## src/rtl/hazard_pkg.sv

```systemverilog
// Shared types for the pipeline hazard controller:
// FSM states, register-zero constant and control bundles.
package hazard_pkg;

  typedef enum logic {
    RUN      = 1'b0,
    MDU_WAIT = 1'b1
  } state_t;

  localparam logic [4:0] REG_ZERO = 5'd0;

  typedef struct packed {
    logic pcWrite;
    logic ifIdWrite;
    logic ifIdFlush;
    logic idExWrite;
    logic idExBubble;
    logic exMemBubble;
    logic mduBusy;
  } ctrl_t;

  localparam ctrl_t CTRL_DEFAULT = '{
    pcWrite: 1'b1, ifIdWrite: 1'b1, ifIdFlush: 1'b0,
    idExWrite: 1'b1, idExBubble: 1'b0,
    exMemBubble: 1'b0, mduBusy: 1'b0
  };

  localparam ctrl_t CTRL_RESET = '{
    pcWrite: 1'b0, ifIdWrite: 1'b0, ifIdFlush: 1'b1,
    idExWrite: 1'b0, idExBubble: 1'b1,
    exMemBubble: 1'b1, mduBusy: 1'b0
  };

  localparam ctrl_t CTRL_MDU = '{
    pcWrite: 1'b0, ifIdWrite: 1'b0, ifIdFlush: 1'b0,
    idExWrite: 1'b0, idExBubble: 1'b0,
    exMemBubble: 1'b1, mduBusy: 1'b1
  };

endpackage

```

## src/rtl/load_use_detect.sv

```systemverilog
// Load-use comparator: a load in EX whose destination
// is read by the instruction in ID, excluding $0.
module load_use_detect
  import hazard_pkg::*;
(
  input  logic       memRead,
  input  logic [4:0] exRt,
  input  logic [4:0] idRs,
  input  logic [4:0] idRt,
  input  logic       usesRt,
  output logic       hazard
);

  logic rsMatch;
  logic rtMatch;

  assign rsMatch = (exRt == idRs);
  assign rtMatch = usesRt && (exRt == idRt);
  assign hazard  = memRead && (exRt != REG_ZERO)
                && (rsMatch || rtMatch);

endmodule

```

## src/rtl/hazard_control_unit.sv

```systemverilog
// Stall/flush controller for load-use, taken branch
// and multi-cycle MDU operations.
module hazard_control_unit
  import hazard_pkg::*;
#(
  parameter int MDU_LATENCY = 4,
  parameter int CNT_W       = 4,
  parameter int PERF_W      = 16
) (
  input  logic              clk,
  input  logic              rst_n,
  input  logic              ID_EX_MemRead,
  input  logic [4:0]        ID_EX_RegisterRt,
  input  logic [4:0]        IF_ID_RegisterRs,
  input  logic [4:0]        IF_ID_RegisterRt,
  input  logic              IF_ID_UsesRt,
  input  logic              EX_BranchTaken,
  input  logic              EX_MduStart,
  output logic              PCWrite,
  output logic              IF_ID_Write,
  output logic              IF_ID_Flush,
  output logic              ID_EX_Write,
  output logic              ID_EX_Bubble,
  output logic              EX_MEM_Bubble,
  output logic              mdu_busy,
  output logic [PERF_W-1:0] StallCycles
);

  state_t            state;
  state_t            nextState;
  logic [CNT_W-1:0]  cnt;
  logic [CNT_W-1:0]  nextCnt;
  logic              luHazard;
  ctrl_t             ctrl;

  load_use_detect u_luDetect (
    .memRead (ID_EX_MemRead),
    .exRt    (ID_EX_RegisterRt),
    .idRs    (IF_ID_RegisterRs),
    .idRt    (IF_ID_RegisterRt),
    .usesRt  (IF_ID_UsesRt),
    .hazard  (luHazard)
  );

  always_comb begin
    ctrl      = CTRL_DEFAULT;
    nextState = state;
    nextCnt   = cnt;
    if (!rst_n) begin
      ctrl = CTRL_RESET;
    end else begin
      unique case (state)
        RUN: begin
          if (EX_BranchTaken) begin
            ctrl.ifIdFlush  = 1'b1;
            ctrl.idExBubble = 1'b1;
          end else if (EX_MduStart) begin
            ctrl      = CTRL_MDU;
            nextState = MDU_WAIT;
            nextCnt   = CNT_W'(MDU_LATENCY - 1);
          end else if (luHazard) begin
            ctrl.pcWrite    = 1'b0;
            ctrl.ifIdWrite  = 1'b0;
            ctrl.idExBubble = 1'b1;
          end
        end
        // EX is frozen: hazard inputs are stale
        MDU_WAIT: begin
          ctrl    = CTRL_MDU;
          nextCnt = cnt - CNT_W'(1);
          if (cnt == CNT_W'(1)) nextState = RUN;
        end
        default: nextState = RUN;
      endcase
    end
  end

  always_ff @(posedge clk) begin
    if (!rst_n) begin
      state <= RUN;
      cnt   <= '0;
    end else begin
      state <= nextState;
      cnt   <= nextCnt;
    end
  end

  always_ff @(posedge clk) begin
    if (!rst_n) begin
      StallCycles <= '0;
    end else if (!ctrl.pcWrite
                 && (StallCycles != {PERF_W{1'b1}})) begin
      StallCycles <= StallCycles + PERF_W'(1);
    end
  end

  assign PCWrite       = ctrl.pcWrite;
  assign IF_ID_Write   = ctrl.ifIdWrite;
  assign IF_ID_Flush   = ctrl.ifIdFlush;
  assign ID_EX_Write   = ctrl.idExWrite;
  assign ID_EX_Bubble  = ctrl.idExBubble;
  assign EX_MEM_Bubble = ctrl.exMemBubble;
  assign mdu_busy      = ctrl.mduBusy;

endmodule
```

## config.mk

```make
export PLATFORM = sky130hd
export DESIGN_NAME = hazard_control_unit
export DESIGN_NICKNAME = d
export VERILOG_FILES = /design/src/rtl/hazard_pkg.sv /design/src/rtl/load_use_detect.sv /design/src/rtl/hazard_control_unit.sv
export SDC_FILE = /design/constraint.sdc
export NUM_CORES = 1
export LEC_CHECK = 0
export ABC_AREA = 1
export CORE_MARGIN = 2
export CORE_UTILIZATION = 50
export DETAILED_ROUTE_END_ITERATION = 12
export DONT_BUFFER_PORTS = 1
export PLACE_DENSITY = 0.77
export SYNTH_ARGS = -nofsm -noshare
export SYNTH_HDL_FRONTEND = slang
export SYNTH_HIERARCHICAL = 1
export SYNTH_SLANG_ARGS = --single-unit
```

## constraint.sdc

```tcl
create_clock -name clk -period 1.5 [get_ports clk]
set_clock_uncertainty 0.1 [all_clocks]
set_input_delay 0.3 -clock clk [delete_from_list [all_inputs] [get_ports clk]]
set_output_delay 0.3 -clock clk [all_outputs]
set_load 0.05 [all_outputs]
```

==> results of run 1 <==
-- cell usage after synthesis --
master	number	area [sq um]
nand2_4	1	11.3
inv_1	25	93.8
nor2_2	2	12.5
buf_2	3	15.0
o21bai_1	1	7.51
buf_6	1	11.3
ha_1	3	37.5
nor2_1	51	191
nand3b_1	1	7.51
a21oi_2	1	8.76
nor3b_1	1	7.51
nand2_1	70	263
buf_4	1	7.51
dfxtp_1	21	420
nand4_1	6	37.5
a31oi_1	4	25.0
xnor2_1	2	17.5
nand2_2	2	12.5
nand3_2	1	10.0
xor2_1	1	8.76
inv_2	5	18.8
o21ai_0	9	45.0
a21oi_1	12	60.1
nor3_1	2	10.0
nand3_1	17	85.1
buf_1	1	3.75
-- cell type report --
class | count | area, sq um
clock buffer | 3 | 22.5
fill | 149 | 409
multi-input combinational | 187 | 1190
clock inverter | 1 | 5.00
sequential | 21 | 452
timing repair buffer | 48 | 465
inverter | 30 | 155
tap | 31 | 38.8
-- worst paths after layout --
path | start | endpoint | slack, ns | cells after the start
max | state$_SDFF_PN0_ | IF_ID_Write | -0.21 | 4
min | rst_n | StallCycles[0]$_SDFFE_PN0P_ | -0.02 | 2
max reg2reg | StallCycles[6]$_SDFFE_PN0P_ | StallCycles[14]$_SDFFE_PN0P_ | -0.12 | 9
min reg2reg | StallCycles[8]$_SDFFE_PN0P_ | StallCycles[8]$_SDFFE_PN0P_ | 0.42 | 2
-- routing by layer --
layer | part of all wire | up-vias
li1 | - | 869
met1 | 0.36 | 882
met2 | 0.51 | 90
met3 | 0.069 | 30
met4 | 0.056 | 0
met5 | 0 | -
-- registers in the layout, summed over array words and instances (netlist names) --
register / flops
cnt: 4
StallCycles: 16
state: 1
-- kinds of logic after synthesis --
kind of cell	after synthesis
flops	21
compound gates	27
xor+xnor	3
simple gates	154
fa+ha+maj	3
buf+inv	36
-- critical path: cells and delay by family (launching register included) --
family | cells | cell delay [ns]
buffers and inverters | 2 | 0.29
flip-flops | 1 | 0.39
AND/OR/NAND/NOR | 2 | 0.32
-- repair_timing --
item | 4_1_cts | 5_1_grt
cloned | 0 | 3
setup buffers | 5 | 3
pin swaps | 18 | 32
endpoints found under the hold margin | 12 | 1
gates resized for setup | 17 | 69
endpoints found under the setup margin | 10 | 23
-- power groups by stage --
stage	logic (mW)	clock network, mW	registers (mW)
after floorplan	0.218	0	0.646
after CTS	0.369	0.295	0.601
after global routing	0.452	0.316	0.606
after global placement	0.333	0	0.613
final	0.423	0.303	0.603
after detailed placement	0.339	0	0.613
-- stage by stage --
stage | hold WS, ns | cell area (sq um) | util | power (mW)
after floorplan | 0.379 | 1540 | - | 0.863
after global placement | 0.317 | 1850 | 0.677 | 0.947
after detailed placement | 0.322 | 1850 | 0.677 | 0.952
after CTS | 0.00221 | 1970 | 0.720 | 1.27
after global routing | -0.0153 | 2320 | 0.850 | 1.37
final | -0.0222 | 2320 | 0.850 | 1.33
==> run metrics, run 1 <==
Clk pin slew, worst setup/hold paths 0.12 ns; vias in the first global route 1634; adder-cell share of the synthesized area 0.0263; mux cell area share after synthesis 0; Post-Synthesis Cells 244; TritonCTS Buffers 3; kind of critical path reg2out; routed vias/inst 5.83; met2 Usage GRT 0.440; Layout Cells excl Fill 321; I/O pin total 44; DR WL/cell 15.8 um; most frequent cells in the layout nand2_1 (61), buf_4 (34), nor2_1 (32); largest net degree at the start of global routing 19; Seq pwr share 0.454; Least-Margin Pin Slew 0.516 ns; XOR/XNOR Fraction of Synth Area 0.0184; CP max FO 5; arrival time at the worst endpoint 1.31 ns; RSZ-0062 raised after global routing true; Sw Pwr 0.482 mW; DR iter-0 viols 77; Std-Cell Rows 19; clock period minus worst slack 1.71 ns; met3 Track Usage GR 0.0544; Bufs on Longest Clock Path 2; CP max stage delay 0.39 ns; Slew Limit Headroom 0.655; Worst-Skew Late Latency 0.33 ns; final worst path period share 1.14; P_leak 0.985 nW; met1 Use GR 0.258; worst slack, placed -0.236 ns; synth unique cells 26; Fin. Hold Viols 1; final hold slack -0.0222 ns; Area Overhead vs Synth 62.7%; placeable core area 0.00273 sq mm; first-pass GRT wire length 6440 um; combinational family with the most area after synthesis simple AND/OR/NAND/NOR gates; Mapped Area 0.00143 sq mm; sequential area share after synthesis 0.294; cell area power density 571 mW/mm^2; initial antenna violation count 0; Synth Register Bits 21; Final setup viols 19; port bufs 0; initial core utilization 0.523; Critical Path Start Type flop; Die W 57.5 um; Top Usage Layer GRT met2; placed cells 306; GRT Residual Overflow 0; Cell Chain, Critical Path inv_8, nand3_4, nor2_4, buf_12; First-pass DRT Iterations 4; failing checks hold timing, setup timing; Worst setup EP type output port; FMAX 584 MHz; remaining antenna violation count 0; synthesized area per cell 5.86 sq um; status complete, but fails checks; Sw Ratio 0.363; MaxCap Viol Count 0; detailed-route DRC error count 0; CTS tree yes; Worst Path Required 1.10 ns; fin. max-slew vios 0; largest vdd supply drop 0.714 mV; root buf cell clkbuf_4; routability congestion estimate from global placement 0.862; min setup slack post-route -0.211 ns; Int Pwr 0.846 mW; share of post-route cells with drive strength above 1 0.476; Setup TNS Final -1.42 ns; clock network power share 0.228; CP max stage cell dfxtp_4; CTS sink cnt 21; die span in y 57.5 um; cts hold-fix bufs 1; gr usage total 0.244; Synthesized Nets 268; Yosys warning total 6; n_diodes 0; HPWL after DPL 2740 um; simple logic cell fraction of the synthesized area 0.454; hold crit path type in2reg; post-synthesis compound-gate area fraction 0.102; CTS HTree Levels 1; fin nets 315; most common cell after layout, fill and taps aside nand2_1; area of the die 0.00330 sq mm; Via Count 1871; final WL 5060 um; Comb pwr share 0.318
(Power assumes the default switching activity.)
==> inputs of run 2 (changes only) <==
Settings changed: ABC_AREA 1 to unset, RECOVER_POWER set to 100, TNS_END_PERCENT set to 10.
==> run 2 against run 1 <==
Effect of this change:
- largest cell class unchanged
- global-route usage up 1.6 points
- combinational power down 18%
- clock power down 2%
- the flow finishes with violations (setup timing)
==> run metrics, run 2 <==
status complete, but fails checks; failing checks setup timing; P_leak 0.794 nW (-19%); hold crit path type in2reg; most common cell in the netlist dfxtp_1; remaining antenna violation count 0 (unchanged); Yosys top cell area share 0.311 (+0.0172); Sw Pwr 0.408 mW (-15%); CTS sink cnt 21 (unchanged); Post-Synthesis Cells 154 (-37%); Std-Cell Rows 18 (-1); Area Overhead vs Synth 44.4%; share of post-route cells with drive strength above 1 0.422 (-0.0541); Fin. Hold Viols 0 (-1); largest vdd supply drop 0.670 mV (-6.2%); Synthesized Nets 178 (-34%); Layout Cells excl Fill 241 (-25%); Worst Path Required 1.66 ns (+0.56 ns); first-pass GRT wire length 6640 um (+3.2%); top cells by area, synth dfxtp_1 (31%), a21oi_1 (5.9%), or4_1 (5.6%); Final Total Pwr 1.23 mW (-7.2%); Worst setup EP type flop; Async SR Flop Fraction 0 (unchanged); root buf cell clkbuf_4; routability congestion estimate from global placement 0.858 (-0.45%); placed cells 230 (-25%); GRT Residual Overflow 0 (unchanged); Int Pwr 0.825 mW (-2.4%); fin. max-slew vios 0 (unchanged); RSZ-0062 raised after global routing true; port bufs 0 (unchanged); worst slack, placed -0.682 ns (-0.447 ns); initial core utilization 0.535 (+0.0126); final WL 4530 um (-11%); Top FF cell, synth dfxtp_1; Die W 56.0 um (-2.6%); top cells by count, synth dfxtp_1 (21), a21oi_1 (16), nand2_1 (11), or4_1 (10), o31ai_1 (8); I/O pin total 44 (unchanged); Yosys warning total 6 (unchanged); largest area contributor in the netlist dfxtp_1; Seq pwr share 0.479 (+0.025); Clk pin slew, worst setup/hold paths 0.13 ns (about the same); Final setup viols 26 (+7); Setup TNS Final -9.57 ns (-8.14 ns); Worst-Skew Late Latency 0.32 ns (about the same); Bufs on Longest Clock Path 2 (unchanged); CTS HTree Levels 1 (unchanged); final worst path period share 1.36 (+0.220); MaxCap Viol Count 0 (unchanged); arrival time at the worst endpoint 2.20 ns (+0.89 ns); EDFF count, synth 0 (unchanged); DR WL/cell 18.8 um (+19%); Least-Margin Pin Slew 0.614 ns (+0.0973 ns); sequential area share after synthesis 0.311 (+0.0172); synth unique cells 49 (+88%); min setup slack post-route -0.541 ns (-0.330 ns); First-pass DRT Iterations 4 (unchanged); most frequent cells in the layout buf_4 (34), dfxtp_1 (17), a21oi_1 (13); vias in the first global route 1492 (-8.7%); Sw Ratio 0.331 (-0.0324); die span in y 56.0 um (-2.6%); clock network power share 0.240 (+0.012); kind of critical path in2reg; Top reg by flops StallCycles; Comb pwr share 0.282 (-0.036); routed vias/inst 6.44 (+10%); fin nets 236 (-25%); placeable core area 0.00252 sq mm (-7.7%); CP max FO 5 (unchanged); most common cell after layout, fill and taps aside buf_4; n_diodes 0 (unchanged); TritonCTS Buffers 3 (unchanged); area of the die 0.00313 sq mm (-5.1%); detailed-route DRC error count 0 (unchanged); clock period minus worst slack 2.04 ns (+0.330 ns); FMAX 490 MHz (-16%); cell area power density 633 mW/mm^2 (+11%); initial antenna violation count 0 (unchanged); HPWL after DPL 2770 um (+1.2%); CTS tree yes; largest net degree at the start of global routing 17 (-2); synthesized area per cell 8.77 sq um (+50%); DR iter-0 viols 94 (+22%); gr usage total 0.260 (+0.0157); max FFs per register 16 (unchanged); Mapped Area 0.00135 sq mm (-5.5%); Largest regs StallCycles (16), cnt (4), state (1); Slew Limit Headroom 0.584 (-0.0702); Synth Register Bits 21 (unchanged); Critical Path Start Type input port; Via Count 1551 (-17%)
==> run 2: metrics by stage <==
stage / utilization / hold slack [ns] / instance area, sq um
final: 0.773 / 0.0210 / 1950
after global routing: 0.773 / 0.0165 / 1950
after CTS: 0.749 / 0.00518 / 1890
after detailed placement: 0.716 / 0.336 / 1810
after global placement: 0.716 / 0.325 / 1810
after floorplan: - / 0.350 / 1390
==> run 2: layer usage <==
layer	track usage	vias up	routed length (um)
met2	0.447	83	2250
met3	0.0512	28	311
met1	0.313	733	1750
met5	0	-	0
li1	-	707	-
met4	0.112	0	214
==> run 2: cell families after synthesis <==
family,count (synthesis),synth area share
AND/OR/NAND/NOR,61,0.306
multiplexers,2,0.0148
AO/OA/AOI/OAI,44,0.230
XOR/XNOR,10,0.0649
buffers and inverters,13,0.0454
flip-flops,21,0.311
adder cells (fa/ha/maj),3,0.0278
==> run 2: area by class of cell <==
cell class                      count  area, sq um
Multi-Input combinational cell    121          945
Fill cell                         165          573
Inverter                            7         26.3
Timing Repair Buffer               58          489
Tap cell                           30         37.5
Clock buffer                        4         26.3
Sequential cell                    21          425
==> run 2: critical path: stages <==
cell      delay (ns)
xor2_1          0.15
nor4_2          0.30
nand3_1         0.14
a21oi_2         0.20
o21ba_4         0.17
buf_6           0.10
buf_12          0.10
o211ai_4        0.10
or4_1           0.46
a21oi_1         0.16
==> run 2: worst paths after layout <==
| check | startpoint | endpoint | cells past startpoint | slack, ns |
|---|---|---|---|---|
| max | ID_EX_RegisterRt[2] | StallCycles[13]$_SDFFE_PN0P_ | 10 | -0.54 |
| min | rst_n | StallCycles[10]$_SDFFE_PN0P_ | 2 | 0.02 |
| max reg2reg | StallCycles[0]$_SDFFE_PN0P_ | StallCycles[6]$_SDFFE_PN0P_ | 6 | -0.36 |
| min reg2reg | cnt[3]$_SDFFE_PN0P_ | cnt[3]$_SDFFE_PN0P_ | 1 | 0.40 |
==> run 2: timing repair <==
| action | in CTS | in global routing |
|---|---|---|
| endpoints found under the hold margin | 2 | 0 |
| endpoints found under the setup margin | 24 | 28 |
| hold buffers | 1 | 0 |
| pin swaps | 11 | 13 |
| setup buffers | 3 | 2 |
| resized for setup | 6 | 20 |
| cloned | 0 | 1 |
==> run 2: power groups by stage <==
stage | clock, mW | combinational, mW | sequential, mW
floorplan | 0 | 0.197 | 0.627
global placement | 0 | 0.297 | 0.600
detailed placement | 0 | 0.308 | 0.602
CTS | 0.300 | 0.326 | 0.590
global route | 0.310 | 0.368 | 0.592
finish | 0.296 | 0.347 | 0.590
==> inputs of run 3 (changes only) <==
Settings changed: CELL_PAD_IN_SITES_DETAIL_PLACEMENT set to 0, CELL_PAD_IN_SITES_GLOBAL_PLACEMENT set to 1, CORE_UTILIZATION 50 to 41, PLACE_DENSITY 0.77 to 0.83.
==> run 3 against run 2 <==
Effect of this change:
- the flow still finishes with violations (setup timing)
- sequential cell count is the same
- sequential share of layout area is 0.62 points higher
- clock-buffer cell count fell by 1
- global-route usage shrank 4.8 points
- die area increased by 20%
- first-iteration DRC count shrank 11%
- power decreased by 1.7%
- highest routed layer unchanged
==> run metrics, run 3 (synthesized netlist as in run 2, its figures left out) <==
routability congestion estimate from global placement 0.813 (-5.3%); vias in the first global route 1367 (-8.4%); share of post-route cells with drive strength above 1 0.437 (+0.0151); port bufs 0 (unchanged); CTS sink cnt 21 (unchanged); first-pass GRT wire length 5940 um (-11%); Least-Margin Pin Slew 0.582 ns (-0.0313 ns); initial antenna violation count 0 (unchanged); initial core utilization 0.435 (-0.100); most frequent cells in the layout buf_4 (32), dfxtp_1 (14), a21oi_1 (11); Clk pin slew, worst setup/hold paths 0.13 ns (about the same); I/O pin total 44 (unchanged); Cell Chain, Critical Path or4_4, o21ai_2, a21oi_2, o21ba_4, nor2_4, buf_12; remaining antenna violation count 0 (unchanged); Die W 61.4 um (+9.7%); Area Overhead vs Synth 41.6%; area of the multi-input gates 941 sq um (-0.40%); Cell Area, Placed 0.00179 sq mm (-0.83%); GRT Residual Overflow 0 (unchanged); largest vdd supply drop 0.380 mV (-43%); Final Total Pwr 1.21 mW (-1.7%); MaxCap Viol Count 0 (unchanged); max FFs per register 16 (unchanged); RSZ-0062 raised after global routing true; gr usage total 0.212 (-0.0481); Worst-Skew Late Latency 0.33 ns (about the same); largest net degree at the start of global routing 17 (unchanged); Std-Cell Rows 20 (+2); Top reg by flops StallCycles; Worst Path Required 1.10 ns (-0.56 ns); detailed-route DRC error count 0 (unchanged); cell area power density 634 mW/mm^2 (+0.21%); n_diodes 0 (unchanged); DR iter-0 viols 84 (-11%); Bufs on Longest Clock Path 2 (unchanged); fin. max-slew vios 0 (unchanged); min setup slack post-route -0.454 ns (+0.0872 ns); Filler Cell Count 287 (+74%); kind of critical path in2out; routed vias/inst 5.55 (-14%); fin nets 231 (-2.1%); root buf cell clkbuf_4; most common cell after layout, fill and taps aside buf_4; failing checks setup timing; CP max FO 4 (-1); area of the die 0.00377 sq mm (+20%); final worst path period share 1.30 (-0.0582); TritonCTS Buffers 3 (unchanged); CTS tree yes; clock period minus worst slack 1.95 ns (-0.0872 ns); DR WL/cell 14.7 um (-22%); Critical Path Start Type input port; final WL 3680 um (-19%); Worst setup EP type output port; P_leak 0.765 nW (-3.7%); Largest regs StallCycles (16), cnt (4), state (1); CP max stage cell or4_4; Fin. Hold Viols 0 (unchanged); Reg area 429 sq um (+0.88%); die span in y 61.4 um (+9.7%); crit path buf inv count 1 (-1); arrival time at the worst endpoint 1.55 ns (-0.65 ns); Via Count 1388 (-11%); CTS HTree Levels 1 (unchanged); HPWL after DPL 2850 um (+3.0%); Final setup viols 23 (-12%); FMAX 512 MHz (+4.5%); status complete, but fails checks; CP top delay family simple AND/OR/NAND/NOR gates; worst slack, placed -0.716 ns (-0.0333 ns); hold crit path type in2reg; Finished Cell Area 0.00191 sq mm (-1.9%); Slew Limit Headroom 0.611 (+0.0269); placeable core area 0.00310 sq mm (+23%); CP max stage delay 0.51 ns (+0.05 ns); First-pass DRT Iterations 4 (unchanged)
==> run 3: cell count changes in the layout (fill, tap and decap cells not counted), moves of 2 or more <==
cell / before / now
dfxtp_1: 17 / 14
dfxtp_2: 4 / 7
a21oi_1: 13 / 11
buf_2: 4 / 6
buf_4: 34 / 32
clkbuf_4: 9 / 7
inv_1: 5 / 7
inv_2: 2 / 0
or4_1: 9 / 7
or4_4: 1 / 3
==> run 3: cell type report <==
class	instances	area share
Multi-Input combinational cell	120	0.492
Tap cell	44	0.0288
Clock inverter	1	0.00262
Sequential cell	21	0.224
Inverter	7	0.0137
Timing Repair Buffer	54	0.226
Clock buffer	3	0.0118
==> run 3: power by group <==
part	total, mW	switching (mW)	leakage (nW)	internal [mW]
Sequential	0.590	0.0137	0.174	0.576
Combinational	0.323	0.188	0.573	0.135
Clock	0.299	0.199	0.0177	0.100
Total	1.21	0.401	0.765	0.811
==> run 3: timing repair <==
action,4_1_cts,5_1_grt
resized for setup,14,14
endpoints found under the hold margin,3,0
gates cloned,0,0
buffers inserted,2,0
setup endpoints to repair,26,29
hold buffers,1,0
pin swaps,9,5
==> run 3: metrics by stage <==
stage	setup TNS, ns	util	cells	hold slack, ns
3_5_place_dp	-11.66	0.577	243	0.335
6_report	-7.17	0.616	250	0.00746
4_1_cts	-6.88	0.609	250	0.00335
3_3_place_gp	-10.63	0.577	243	0.320
2_1_floorplan	-9.75	-	154	0.350
5_1_grt	-8.63	0.616	250	0.00640
==> run 3: routing by layer <==
| layer | wire length, um | track usage | vias up |
|---|---|---|---|
| met5 | 0 | 0 | - |
| met4 | 48 | 0.100 | 0 |
| met3 | 115 | 0.0378 | 6 |
| met2 | 1990 | 0.380 | 18 |
| met1 | 1520 | 0.243 | 674 |
| li1 | - | - | 690 |
==> run 3: path summary, 6_finish.rpt <==
check	start	end	slack [ns]	cells past startpoint
hold reg to reg	cnt[3]$_SDFFE_PN0P_	cnt[3]$_SDFFE_PN0P_	0.42	1
setup reg to reg	StallCycles[1]$_SDFFE_PN0P_	StallCycles[9]$_SDFFE_PN0P_	-0.31	5
setup / recovery	ID_EX_RegisterRt[3]	IF_ID_Write	-0.45	6
hold / removal	rst_n	StallCycles[10]$_SDFFE_PN0P_	0.007	2
